--- src/rtl/uart_tx_fifo.sv ---
// uart_tx_fifo: byte FIFO feeding an 8N1 serial transmitter.
// The core pushes bytes with a single-cycle strobe; the transmitter drains
// the FIFO back-to-back with no idle gap between frames.
module uart_tx_fifo #(
  parameter int CLKS_PER_BIT    = 868,
  parameter int FIFO_DEPTH_LOG2 = 4
) (
  input  logic                       clk,
  input  logic                       reset,
  input  logic [31:0]                uart_dout,
  input  logic                       uart_we,
  output logic                       txd,
  output logic                       busy,
  output logic                       full,
  output logic [FIFO_DEPTH_LOG2:0]   fifo_count,
  output logic                       overflow
);

  localparam int                     DEPTH     = 1 << FIFO_DEPTH_LOG2;
  localparam logic [15:0]            BAUD_LAST = 16'(CLKS_PER_BIT - 1);
  localparam logic [15:0]            BAUD_ONE  = 16'd1;
  localparam logic [FIFO_DEPTH_LOG2:0]   CNT_FULL = (FIFO_DEPTH_LOG2 + 1)'(DEPTH);
  localparam logic [FIFO_DEPTH_LOG2:0]   CNT_ONE  = (FIFO_DEPTH_LOG2 + 1)'(1);
  localparam logic [FIFO_DEPTH_LOG2-1:0] PTR_ONE  = FIFO_DEPTH_LOG2'(1);

  typedef enum logic [1:0] {
    S_IDLE,
    S_START,
    S_DATA,
    S_STOP
  } state_t;

  state_t                     state_q;
  logic [15:0]                baud_q;
  logic [2:0]                 bit_idx_q;
  logic [7:0]                 shift_q;
  logic                       txd_q;

  logic [7:0]                 mem_q [DEPTH];
  logic [FIFO_DEPTH_LOG2-1:0] wr_ptr_q;
  logic [FIFO_DEPTH_LOG2-1:0] rd_ptr_q;
  logic [FIFO_DEPTH_LOG2:0]   count_q;
  logic [FIFO_DEPTH_LOG2:0]   count_d;
  logic                       overflow_q;

  logic                       baud_last;
  logic                       fifo_empty;
  logic                       fifo_full;
  logic                       pop;
  logic                       push_ok;

  // Only the low byte of the write port carries character data.
  logic                       unused_dout;
  assign unused_dout = ^uart_dout[31:8];

  assign baud_last  = (baud_q == BAUD_LAST);
  assign fifo_empty = (count_q == '0);
  assign fifo_full  = (count_q == CNT_FULL);

  // A pop happens when the line is free: idle, or the final cycle of a stop bit.
  assign pop     = !fifo_empty && ((state_q == S_IDLE) || ((state_q == S_STOP) && baud_last));
  // A full FIFO still accepts a push when a slot frees on the same edge.
  assign push_ok = uart_we && (!fifo_full || pop);

  // Next occupancy: push and pop on the same edge cancel out.
  always_comb begin
    count_d = count_q;
    if (push_ok && !pop) begin
      count_d = count_q + CNT_ONE;
    end else if (!push_ok && pop) begin
      count_d = count_q - CNT_ONE;
    end
  end

  // FIFO pointers, occupancy and the sticky overflow flag.
  always_ff @(posedge clk or negedge reset) begin
    if (!reset) begin
      wr_ptr_q   <= '0;
      rd_ptr_q   <= '0;
      count_q    <= '0;
      overflow_q <= 1'b0;
    end else begin
      count_q <= count_d;
      if (push_ok) begin
        wr_ptr_q <= wr_ptr_q + PTR_ONE;
      end
      if (pop) begin
        rd_ptr_q <= rd_ptr_q + PTR_ONE;
      end
      if (uart_we && !push_ok) begin
        overflow_q <= 1'b1;
      end
    end
  end

  // FIFO storage; the read side is registered into the shift register by the FSM.
  always_ff @(posedge clk) begin
    if (push_ok) begin
      mem_q[wr_ptr_q] <= uart_dout[7:0];
    end
  end

  // Frame sequencer: start bit, eight data bits LSB first, stop bit, with registered txd.
  always_ff @(posedge clk or negedge reset) begin
    if (!reset) begin
      state_q   <= S_IDLE;
      baud_q    <= '0;
      bit_idx_q <= '0;
      shift_q   <= '0;
      txd_q     <= 1'b1;
    end else begin
      case (state_q)
        S_IDLE: begin
          txd_q  <= 1'b1;
          baud_q <= '0;
          if (pop) begin
            shift_q <= mem_q[rd_ptr_q];
            state_q <= S_START;
            txd_q   <= 1'b0;
          end
        end
        S_START: begin
          if (baud_last) begin
            baud_q    <= '0;
            bit_idx_q <= '0;
            state_q   <= S_DATA;
            txd_q     <= shift_q[0];
          end else begin
            baud_q <= baud_q + BAUD_ONE;
          end
        end
        S_DATA: begin
          if (baud_last) begin
            baud_q <= '0;
            if (bit_idx_q == 3'd7) begin
              state_q <= S_STOP;
              txd_q   <= 1'b1;
            end else begin
              shift_q   <= {1'b0, shift_q[7:1]};
              bit_idx_q <= bit_idx_q + 3'd1;
              txd_q     <= shift_q[1];
            end
          end else begin
            baud_q <= baud_q + BAUD_ONE;
          end
        end
        S_STOP: begin
          if (baud_last) begin
            baud_q <= '0;
            if (pop) begin
              shift_q <= mem_q[rd_ptr_q];
              state_q <= S_START;
              txd_q   <= 1'b0;
            end else begin
              state_q <= S_IDLE;
              txd_q   <= 1'b1;
            end
          end else begin
            baud_q <= baud_q + BAUD_ONE;
          end
        end
        default: begin
          state_q <= S_IDLE;
          baud_q  <= '0;
          txd_q   <= 1'b1;
        end
      endcase
    end
  end

  assign txd        = txd_q;
  assign busy       = (state_q != S_IDLE) || !fifo_empty;
  assign full       = fifo_full;
  assign fifo_count = count_q;
  assign overflow   = overflow_q;

endmodule

--- config.mk ---
export PLATFORM = sky130hd
export DESIGN_NAME = uart_tx_fifo
export DESIGN_NICKNAME = d
export VERILOG_FILES = /design/src/rtl/uart_tx_fifo.sv
export SDC_FILE = /design/constraint.sdc
export NUM_CORES = 1
export LEC_CHECK = 0
export BUFFER_PORTS_ARGS = -buffer_cell sky130_fd_sc_hd__buf_4
export CORE_UTILIZATION = 56
export DETAILED_ROUTE_END_ITERATION = 7
export PLACE_DENSITY = 0.86
export SYNTH_ARGS = -nofsm -noshare
export SYNTH_HDL_FRONTEND = slang
export SYNTH_SLANG_ARGS = --single-unit
export TNS_END_PERCENT = 20
--- constraint.sdc ---
create_clock -name clk -period 6.5 [get_ports clk]
set_input_delay 1.3 -clock clk [delete_from_list [all_inputs] [get_ports clk]]
set_output_delay 1.3 -clock clk [all_outputs]
set_load 0.005 [all_outputs]
==> results.sh <==
export IMPL_cp_data_arrival_time_ns=4.20
export IMPL_worstReg2RegStart="baud_q[7]"
export IMPL_wire_per_inst_um=20.5
export IMPL_synth_fp_nets=521
export IMPL_ant_nets=0
export IMPL_cts_root_buf="sky130_fd_sc_hd__clkbuf_16"
export IMPL_regToRegSetupSlack_ns=2.60
export IMPL_drtPass1Iterations=5
export IMPL_grt_util_all_layers=0.217
export IMPL_placeableCoreArea_sq_um=12800
export IMPL_ys_seq_area_frac=0.664
export IMPL_grt_pass1_vias=4220
export IMPL_timing_fmax_mhz=256
export IMPL_grt_setup_unrepaired="false"
export IMPL_clock_transition_at_the_registers_of_the_reported_paths_ns=0.07
export IMPL_dp_slack_ns=2.63
export IMPL_critical_path_endpoint="fifo_count[4]"
export IMPL_critPathRequiredTime_ns=6.80
export IMPL_worst_skew_pair_late_latency_ns=0.43
export IMPL_fp_dieArea_sq_um=13800
export IMPL_worst_r2r_cell_count=12
export IMPL_timing_critical_path_max_delay_family="simple AND/OR/NAND/NOR gates"
export IMPL_final_hold_violation_count=0
export IMPL_overflow=0
export IMPL_final_weighted_congestion_of_routability_driven_global_placement=0.787
export IMPL_initial_core_util=0.583
export IMPL_area_sequential_sq_um=4950
export IMPL_instances_no_fill=671
export IMPL_skew_ns=0.00988
export IMPL_worst_hold_path_type="reg -> reg"
export IMPL_timing_hold_worst_path_depth=1
export IMPL_setup_tns_final_ns=0
export IMPL_synthesis_instances=467
export IMPL_max_cap_violations=0
export IMPL_leakage_nw=3.03
export IMPL_grt_start_max_net_pins=47
export IMPL_cts_htree_levels=4
export IMPL_vias_per_cell=6.10
export IMPL_setup_viol=0
export IMPL_buffer_ports_inserted=19
export IMPL_slew_limit_headroom=0.300
export IMPL_horizontal_die_dimension_um=117
export IMPL_cts_path_max_buffers=2
export IMPL_final_core_util=0.649
export IMPL_synth_xor_area_frac=0.0270
export IMPL_route_vias_total=4094
export IMPL_cts_post_setup_buffers_inserted=0
export IMPL_critical_path_n_buffers_inverters=1
export IMPL_synth_flop_cell="sky130_fd_sc_hd__edfxtp_1"
export IMPL_min_period_over_period=0.600
export IMPL_ir_worst_vdd_mv=0.263
export IMPL_syn_area_sq_um=7450
export IMPL_yosys_warnings=0
export IMPL_syn_mean_instance_area_sq_um=15.9
export IMPL_area_of_the_multi_input_gates_sq_um=2330
export IMPL_remaining_drc_errors=0
export IMPL_synth_async_reset_ratio=0.256
export IMPL_pwr_density_cell_nw_per_um2=437
export IMPL_floorplan_io_pins=44
export IMPL_dp_cells=639
export IMPL_tritoncts="built"
export IMPL_synth_seq_cells=172
export IMPL_antenna_found_initial=0
export IMPL_detail_route_wirelength_mm=13.8
export IMPL_report_final_slew_viol_count=0
export IMPL_period_minus_ws_final_ns=3.90
export IMPL_largest_family_of_logic_cells_by_synthesized_area="multiplexers"
export IMPL_critical_path_max_fanout=19
export IMPL_endpoint_kind="flip-flop"
export IMPL_synth_compound_area_frac=0.0662
export IMPL_run_status="complete, no violations"
export IMPL_numClockSinks=172
export IMPL_critical_path_slowest_cell="sky130_fd_sc_hd__nor2b_1"
export IMPL_r2r_end="fifo_count[4]"
export IMPL_cts_made_buffers=17
export IMPL_worst_max_slew_pin_slew_ns=1.05
export IMPL_insertedDiodeCount=0
export IMPL_timing_worst_setup_path_type="reg -> reg"
export IMPL_rows=41
export IMPL_post_route_cells_drive_above_1_share=0.186
export IMPL_cp_startpoint="baud_q[7]"
export IMPL_setup_slack_ns=2.60
export IMPL_nets=540
export IMPL_cts_repair_resize_count=0
export IMPL_postCtsHoldBufs=0
export IMPL_worstPathCellList="nor4b_1, and4_1, a211oi_1, nor2b_1, ha_1, inv_1, fa_1, a21o_1, a21oi_1, xnor2_1, nor2_1, xor2_1"
export IMPL_multiplexer_area_fraction_after_synthesis=0.112
export IMPL_post_dp_hpwl_mm=8.76
export IMPL_worstSetupPathDepth=12
export IMPL_crit_path_start_kind="flip-flop"
export IMPL_number_of_inserted_filler_cells_in_the_final_layout=831
export IMPL_grt_first_pass_wirelength_mm=22.3
export IMPL_drt_iter0_markers=398
export IMPL_synth_edff_count=128
export IMPL_post_synth_fa_ha_maj_area_fraction=0.0329
export IMPL_critPathMaxStageDelay_ns=0.84
export IMPL_layout_area_overhead_vs_synth_pct=11.3
export IMPL_die_h_um=117
export IMPL_yosys_area_share_simple=0.0746
export IMPL_hold_slack_ns=0.468
export IMPL_post_synth_num_cell_types=48
## state kept, by name, indices dropped and copies added (netlist names)
signal      count
rd_ptr_q        4
shift_q         8
txd             1
state_q         2
baud_q         16
wr_ptr_q        4
mem_q         128
bit_idx_q       3
fifo_count      5
overflow        1
## how the worst min path moves through the flow
stage                        start        to
after floorplan           overflow  overflow
after global placement    overflow  overflow
after detailed placement  overflow  overflow
after CTS                 overflow  overflow
after global routing      overflow  overflow
final                     overflow  overflow
## placed cells by master, fill, tap and decap left out, types with 6 or more instances in the layout
master,synthesis,final
sky130_fd_sc_hd__ha_1,18,18
sky130_fd_sc_hd__nor2b_1,10,10
sky130_fd_sc_hd__and3_1,17,17
sky130_fd_sc_hd__a21o_1,10,10
sky130_fd_sc_hd__edfxtp_1,128,128
sky130_fd_sc_hd__xor2_1,10,10
sky130_fd_sc_hd__a32o_1,8,8
sky130_fd_sc_hd__nand3_1,6,6
sky130_fd_sc_hd__nor2_1,24,24
sky130_fd_sc_hd__a21oi_1,12,12
sky130_fd_sc_hd__mux4_1,10,10
sky130_fd_sc_hd__inv_1,14,14
sky130_fd_sc_hd__mux4_2,16,16
sky130_fd_sc_hd__xnor2_1,13,13
sky130_fd_sc_hd__mux2_2,18,18
sky130_fd_sc_hd__buf_4,0,21
sky130_fd_sc_hd__o31ai_1,8,8
sky130_fd_sc_hd__nand2_1,11,11
sky130_fd_sc_hd__a211oi_1,9,9
sky130_fd_sc_hd__o22ai_1,8,8
sky130_fd_sc_hd__dfrtp_1,43,42
sky130_fd_sc_hd__o21ai_0,9,9
sky130_fd_sc_hd__clkbuf_16,0,17
## logic make-up after synthesis
logic type | Yosys count
AOI/OAI and AO/OA | 71
DFF | 172
buffers and inverters | 36
xor gates and xnor gates | 23
muxes | 45
and+or+nand+nor | 101
adders and majority gates | 19
## report_power, final
group	switching (mW)	internal, mW
combinational	0.585	0.524
clock	0.427	0.571
sequential	0.150	1.36
total	1.16	2.46
## synthesized netlist by cell type (11+ instances only)
cell type	count	area [sq um]
sky130_fd_sc_hd__edfxtp_1	128	3840
sky130_fd_sc_hd__dfrtp_1	43	1080
sky130_fd_sc_hd__nor2_1	24	90.1
sky130_fd_sc_hd__ha_1	18	225
sky130_fd_sc_hd__mux2_2	18	203
sky130_fd_sc_hd__and3_1	17	106
sky130_fd_sc_hd__mux4_2	16	360
sky130_fd_sc_hd__inv_1	14	52.6
sky130_fd_sc_hd__xnor2_1	13	114
sky130_fd_sc_hd__a21oi_1	12	60.1
sky130_fd_sc_hd__nand2_1	11	41.3
## metrics by stage
stage          total power [mW]  instance area, sq um
2_1_floorplan              2.35                  7450
3_3_place_gp               2.57                  7710
3_5_place_dp               2.64                  7710
4_1_cts                    3.64                  8290
5_1_grt                    3.80                  8290
6_report                   3.62                  8290
## area by class of cell
class / instances / share of cell area
clock buffers: 17 / 0.0513
repair buffers: 21 / 0.0190
multi-input cells: 259 / 0.281
flip-flops and latches: 172 / 0.597
clock inverters: 15 / 0.0190
inverters: 15 / 0.00679
well taps: 172 / 0.0260
## layer usage
metal,track usage,up-vias,wire length [um]
li1,-,1865,-
met1,0.288,2056,5820
met2,0.349,142,6950
met3,0.0574,31,682
met4,0.0763,0,329
met5,0,-,0
No activity file was read; power rests on OpenSTA's default activity.
